[config.mk]
export PLATFORM = sky130hd
export DESIGN_NAME = lcd_cmd_sequencer
export DESIGN_NICKNAME = d
export VERILOG_FILES = /design/src/rtl/lcd_seq_pkg.sv /design/src/rtl/lcd_seq_timer.sv /design/src/rtl/lcd_cmd_sequencer.sv
export SDC_FILE = /design/constraint.sdc
export NUM_CORES = 1
export LEC_CHECK = 0
export BUFFER_PORTS_ARGS = -buffer_cell sky130_fd_sc_hd__buf_2
export CELL_PAD_IN_SITES_DETAIL_PLACEMENT = 2
export CELL_PAD_IN_SITES_GLOBAL_PLACEMENT = 2
export CORE_MARGIN = 10
export CORE_UTILIZATION = 30
export DETAILED_ROUTE_END_ITERATION = 10
export PLACE_DENSITY = 0.85
export SLEW_MARGIN = 10
export SYNTH_ARGS = -nofsm -noshare
export SYNTH_HDL_FRONTEND = slang
export SYNTH_HIERARCHICAL = 1
export SYNTH_SLANG_ARGS = --single-unit
[constraint.sdc]
create_clock -name clk -period 2.1 [get_ports clk]
set_input_delay 0.63 -clock clk [delete_from_list [all_inputs] [get_ports clk]]
set_output_delay 0.63 -clock clk [all_outputs]
set_load 0.03 [all_outputs]
[src/rtl/lcd_seq_pkg.sv]
// Shared opcodes, state encoding and opcode helper for the LCD command sequencer.
package lcd_seq_pkg;

  localparam logic [3:0] CMD_WRITE = 4'd0;
  localparam logic [3:0] CMD_UP    = 4'd1;
  localparam logic [3:0] CMD_DOWN  = 4'd2;
  localparam logic [3:0] CMD_LEFT  = 4'd3;
  localparam logic [3:0] CMD_RIGHT = 4'd4;
  localparam logic [3:0] CMD_MAX   = 4'd5;
  localparam logic [3:0] CMD_MIN   = 4'd6;
  localparam logic [3:0] CMD_AVG   = 4'd7;
  localparam logic [3:0] CMD_CCR   = 4'd8;
  localparam logic [3:0] CMD_CR    = 4'd9;
  localparam logic [3:0] CMD_MIRX  = 4'd10;
  localparam logic [3:0] CMD_MIRY  = 4'd11;
  localparam logic [3:0] CMD_LAST  = 4'd11;

  typedef enum logic [3:0] {
    IDLE      = 4'd0,
    FETCH     = 4'd1,
    WAITQ     = 4'd2,
    WAIT_RDY  = 4'd3,
    ISSUE     = 4'd4,
    WAIT_HI   = 4'd5,
    WAIT_LO   = 4'd6,
    WAIT_DONE = 4'd7,
    DONE      = 4'd8,
    ERR       = 4'd9
  } seq_state_t;

  function automatic logic isLegalOp(input logic [3:0] op);
    return op <= CMD_LAST;
  endfunction

endpackage

[src/rtl/lcd_seq_timer.sv]
// Wait-state watchdog: clears on request, counts enabled cycles, flags the last allowed cycle.
module lcd_seq_timer #(
  parameter int TIMEOUT_CYCLES = 256
) (
  input  logic clk,
  input  logic reset,
  input  logic i_clear,
  input  logic i_enable,
  output logic o_expired
);

  localparam int CW = (TIMEOUT_CYCLES > 1) ? $clog2(TIMEOUT_CYCLES) : 1;
  localparam logic [CW-1:0] LAST_CNT = CW'(TIMEOUT_CYCLES - 1);

  logic [CW-1:0] r_cnt;

  assign o_expired = i_enable && (r_cnt == LAST_CNT);

  always_ff @(posedge clk or posedge reset) begin
    if (reset)
      r_cnt <= '0;
    else if (i_clear)
      r_cnt <= '0;
    else if (i_enable && !o_expired)
      r_cnt <= r_cnt + 1'b1;
  end

endmodule

[src/rtl/lcd_cmd_sequencer.sv]
// Script-driven opcode sequencer feeding the 8x8 LCD image controller.
// Optional wait-state watchdog enabled by defining LCD_SEQ_TIMEOUT_EN.
module lcd_cmd_sequencer
  import lcd_seq_pkg::*;
#(
  parameter int SCRIPT_AW      = 6,
  parameter int TIMEOUT_CYCLES = 256
) (
  input  logic                 clk,
  input  logic                 reset,
  input  logic                 i_start,
  output logic                 o_scr_rd,
  output logic [SCRIPT_AW-1:0] o_scr_A,
  input  logic [3:0]           i_scr_Q,
  output logic [3:0]           o_lcd_cmd,
  output logic                 o_lcd_cmd_valid,
  input  logic                 i_lcd_busy,
  input  logic                 i_lcd_done,
  output logic                 o_seq_busy,
  output logic                 o_seq_done,
  output logic [SCRIPT_AW:0]   o_cmd_count,
  output logic                 o_seq_err
);

  seq_state_t           r_state, w_state_next;
  logic [SCRIPT_AW-1:0] r_scr_A, w_scr_A_next;
  logic [3:0]           r_op, w_op_next;
  logic [3:0]           r_lcd_cmd, w_lcd_cmd_next;
  logic [SCRIPT_AW:0]   r_cmd_count, w_cmd_count_next;
  logic                 r_seq_busy, w_seq_busy_next;
  logic                 r_seq_done, w_seq_done_next;
  logic                 w_scr_rd, w_cmd_valid;
  logic                 w_last;
  logic                 w_expired;

  assign w_last = (r_scr_A == {SCRIPT_AW{1'b1}});

`ifdef LCD_SEQ_TIMEOUT_EN
  logic w_in_wait;
  assign w_in_wait = (r_state == WAIT_RDY) || (r_state == WAIT_HI) ||
                     (r_state == WAIT_LO)  || (r_state == WAIT_DONE);

  lcd_seq_timer #(.TIMEOUT_CYCLES(TIMEOUT_CYCLES)) u_timer (
    .clk      (clk),
    .reset    (reset),
    .i_clear  (w_state_next != r_state),
    .i_enable (w_in_wait),
    .o_expired(w_expired)
  );

  assign o_seq_err = (r_state == ERR);
`else
  assign w_expired = 1'b0;
  assign o_seq_err = 1'b0;
`endif

  always_ff @(posedge clk or posedge reset) begin
    if (reset) begin
      r_state     <= IDLE;
      r_scr_A     <= '0;
      r_op        <= CMD_WRITE;
      r_lcd_cmd   <= '0;
      r_cmd_count <= '0;
      r_seq_busy  <= 1'b0;
      r_seq_done  <= 1'b0;
    end else begin
      r_state     <= w_state_next;
      r_scr_A     <= w_scr_A_next;
      r_op        <= w_op_next;
      r_lcd_cmd   <= w_lcd_cmd_next;
      r_cmd_count <= w_cmd_count_next;
      r_seq_busy  <= w_seq_busy_next;
      r_seq_done  <= w_seq_done_next;
    end
  end

  // lcd_cmd is loaded on entry to ISSUE so it is already valid alongside the strobe.
  always_comb begin
    w_state_next     = r_state;
    w_scr_A_next     = r_scr_A;
    w_op_next        = r_op;
    w_lcd_cmd_next   = r_lcd_cmd;
    w_cmd_count_next = r_cmd_count;
    w_seq_busy_next  = r_seq_busy;
    w_seq_done_next  = r_seq_done;
    w_scr_rd         = 1'b0;
    w_cmd_valid      = 1'b0;

    case (r_state)
      IDLE, DONE: begin
        if (i_start) begin
          w_state_next     = FETCH;
          w_scr_A_next     = '0;
          w_cmd_count_next = '0;
          w_seq_busy_next  = 1'b1;
          w_seq_done_next  = 1'b0;
        end
      end
      FETCH: begin
        w_scr_rd     = 1'b1;
        w_state_next = WAITQ;
      end
      WAITQ: begin
        w_op_next = i_scr_Q;
        if (isLegalOp(i_scr_Q)) begin
          w_state_next = WAIT_RDY;
        end else if (w_last) begin
          w_op_next      = CMD_WRITE;
          w_lcd_cmd_next = CMD_WRITE;
          w_state_next   = ISSUE;
        end else begin
          w_scr_A_next = r_scr_A + 1'b1;
          w_state_next = FETCH;
        end
      end
      WAIT_RDY: begin
        if (!i_lcd_busy) begin
          w_lcd_cmd_next = r_op;
          w_state_next   = ISSUE;
        end
      end
      ISSUE: begin
        w_cmd_valid      = 1'b1;
        w_cmd_count_next = r_cmd_count + 1'b1;
        w_state_next     = WAIT_HI;
      end
      WAIT_HI: begin
        if (i_lcd_busy)
          w_state_next = WAIT_LO;
      end
      WAIT_LO: begin
        if (!i_lcd_busy) begin
          if (r_op == CMD_WRITE) begin
            w_state_next = WAIT_DONE;
          end else if (w_last) begin
            w_op_next    = CMD_WRITE;
            w_state_next = WAIT_RDY;
          end else begin
            w_scr_A_next = r_scr_A + 1'b1;
            w_state_next = FETCH;
          end
        end
      end
      WAIT_DONE: begin
        if (i_lcd_done) begin
          w_state_next    = DONE;
          w_seq_busy_next = 1'b0;
          w_seq_done_next = 1'b1;
        end
      end
      ERR: begin
        w_state_next = ERR;
      end
      default: begin
        w_state_next = IDLE;
      end
    endcase

    if (w_expired) begin
      w_state_next    = ERR;
      w_seq_busy_next = 1'b0;
      w_seq_done_next = 1'b0;
    end
  end

  assign o_scr_rd        = w_scr_rd;
  assign o_scr_A         = r_scr_A;
  assign o_lcd_cmd       = r_lcd_cmd;
  assign o_lcd_cmd_valid = w_cmd_valid;
  assign o_seq_busy      = r_seq_busy;
  assign o_seq_done      = r_seq_done;
  assign o_cmd_count     = r_cmd_count;

endmodule

==> impl_metrics.yaml <==
setup_path:
  worstPathRequired_ps: 1470
  worst-setup-path-type: "flip-flop to output port"
  worstPathArrival_ps: 1480
  cpMaxStageDelayCell: "or4b_4"
  r2r-start: "r_state[1]"
  crit_path_end_kind: "output port"
  cp-start-kind: "flip-flop"
  critPathMaxStageDelay_ps: 560
  cp_cell_sequence: "or4b_4, inv_2, buf_6"
  crit_fanout: 2
  startpoint: "r_state[3]"
floorplanning:
  dieHeight_um: 91.9
  rows: 26
  io_pins: 31
  die_area_um2: 8440
  core-area_um2: 5040
  die_w_um: 91.9
  initial_core_util_pct: 30.7
clocking:
  h-tree-depth: 1
  clock_sinks: 27
  clk_pin_slew_ps: 100
  cts_max_path_buffers: 2
  hold_buffers: 0
  cts_tree: "built"
  clk_latency_ps: 280
  root_buffer: "clkbuf_8"
  numCtsBuffers: 3
drt:
  dr.pass1.iters: 6
  wl_mm: 5.46
  dr_total_vias: 1499
  drtIter0Drc: 51
  vias_per_cell: 5.57
  wl_met1_mm: 2.40
  wire_per_inst_um: 20.3
  top_layer: "met4"
  wl_met3_um: 171
  remaining_drc_errors: 0
  wl_met2_mm: 2.85
  ant_nets: 0
yosys:
  yosys_warnings: 6
  ys_async_sr_fraction_pct: 100
  ys_types: 48
  avgSynthCellArea_um2: 9.68
  synth_edf_count: 0
  syn_area_um2: 1550
  synth_cells: 160
  synth_seq_area_share_pct: 43.6
  ys.flop_type: "dfrtp_1"
  syn_nets: 171
  ys_ff_latch: 27
sta:
  worst_pin_slew_ps: 527
  setup_ws_ps: -10.2
  fin_crit_ps: 2110
  hold_violations: 0
  hold_ws_ps: 404
  skew_ps: 8.55
  period_share_pct: 100
  slew_headroom_pct: 64.5
  rsz0062_at_grt: "true"
  max_freq_ghz: 0.474
  maxSlewViolCount: 0
  setup_viol: 1
place:
  gp_congestion: 0.853
  placed_area_um2: 1830
  io_buffers: 29
  hpwl_mm: 3.92
worst_hold_path:
  min_path_type: "primary input to async pin"
layout:
  final_cell_area_um2: 1950
  drive_gt1_share_pct: 35.7
  num-fill-cells: 561
  layout.nets: 211
  num_antenna_cells: 0
  utilization_pct: 38.6
  multiInputGateArea_um2: 841
  area.sequential_um2: 679
  area_growth_pct: 25.6
global_routing:
  grt_usage_pct: 12.6
  grt_max_degree: 28
  grt_pass1_vias: 1664
  antenna_found_initial: 0
  grt_pass1_wl_mm: 8.80
  gr-total-overflow: 0
pwr:
  p_leak_uw: 0.000879
  peakVddDrop_mv: 0.591
  pwr_density_cell_nw_per_um2: 1370
  p_total_uw: 2670
run:
  drv_cap: 0
status:
  outcome: "complete, but fails checks"
  violations: "setup timing"
[layer usage]
metal | GRT usage, % | vias to the layer above
met5 | 0 | -
met4 | 1.67 | 0
met3 | 2.93 | 4
met2 | 21.9 | 23
met1 | 15.8 | 776
li1 | - | 696
[sequential cells by signal, summed over array words and instances (netlist names)]
register / count
r_state: 4
o_seq_busy: 1
o_cmd_count: 7
o_lcd_cmd: 4
o_seq_done: 1
r_op: 4
o_scr_A: 6
[path summary, 6_finish.rpt]
| check | to | slack [ps] | cells past startpoint |
|---|---|---|---|
| setup / recovery | o_lcd_cmd_valid | -10 | 3 |
| hold / removal | o_lcd_cmd[3] | 400 | 3 |
| setup reg to reg | o_scr_A[0] | 50 | 5 |
| hold reg to reg | o_seq_busy | 500 | 2 |
| max in group asynchronous | r_state[2] | 1400 | 3 |
| min in group clk | o_seq_busy | 500 | 2 |
[power by group]
part           internal (uW)  total, uW  switching [uW]  leakage (uW)
Sequential               683        837             154      0.000350
Clock                    137        313             176     0.0000228
Combinational            612       1520             906      0.000507
Total                   1430       2670            1240      0.000879
[through the flow]
step | instances | setup TNS [ps] | worst slack, ps
2_1_floorplan | 160 | 0 | 44.5
3_3_place_gp | 262 | 0 | 153
3_5_place_dp | 262 | 0 | 92.9
4_1_cts | 268 | -19.3 | -19.3
5_1_grt | 269 | -106 | -62.2
6_report | 269 | -10.2 | -10.2
[cells by family after synthesis]
kind of cell               count (synthesis)  synth area share [%]
AOI/OAI and AO/OA                         51                  24.4
adders and majority gates                  2                  1.62
DFF                                       27                  43.6
other                                      1                 0.242
and+or+nand+nor                           56                  20.9
muxes                                      7                  4.69
buffers and inverters                     16                  4.52
[cells in the mapped netlist, types with 3 or more instances]
cell type   n  area (um^2)
dfrtp_1    27          676
a22o_1      6         52.6
o31ai_1     3         22.5
nand3_1     3         15.0
inv_1       7         26.3
a31oi_1     3         18.8
nand2_1    12         45.0
a41oi_1     3         26.3
nor2_1      7         26.3
nand4_1     7         43.8
o21ai_0    15         75.1
mux2i_1     5         50.1
nor3_1      6         30.0
nand2b_1    3         18.8
clkbuf_1    5         18.8
o211ai_1    3         22.5
[critical path: cells and delay by family (launching register included)]
kind / cells / cell delay [ps]
flip-flops: 1 / 430
buffers and inverters: 2 / 210
AND/OR/NAND/NOR: 1 / 560
[area by class of cell]
cell class | count | area share [%]
multi-input cells | 117 | 43.2
repair buffers | 44 | 13.7
well taps | 70 | 4.50
inverters | 7 | 1.35
clock buffers | 4 | 2.32
flip-flops and latches | 27 | 34.9
[layout by cell type, fill, tap and decap left out, types with 2 or more instances in the layout]
master,instances
o21ai_0,15
mux2i_1,5
nand2_1,12
nand2b_1,2
a31oi_1,3
a21oi_1,2
a22o_2,2
inv_1,6
buf_4,16
nand3_1,2
buf_2,27
nand4_1,7
a32o_1,2
a41oi_1,3
dfrtp_1,24
ha_1,2
and3_1,2
mux2_2,2
clkbuf_8,3
dfrtp_2,3
o31ai_1,3
or2_2,2
nor3_2,2
o211ai_1,3
a211oi_1,2
nor3_1,4
nor2_1,7
a22o_1,6
[repair_timing]
action | in CTS | in global routing
setup buffers | 2 | 1
gates cloned | 0 | 0
resized for setup | 7 | 6
pin swaps | 0 | 1
endpoints found under the setup margin | 1 | 12
No activity file was read; power rests on OpenSTA's default activity.
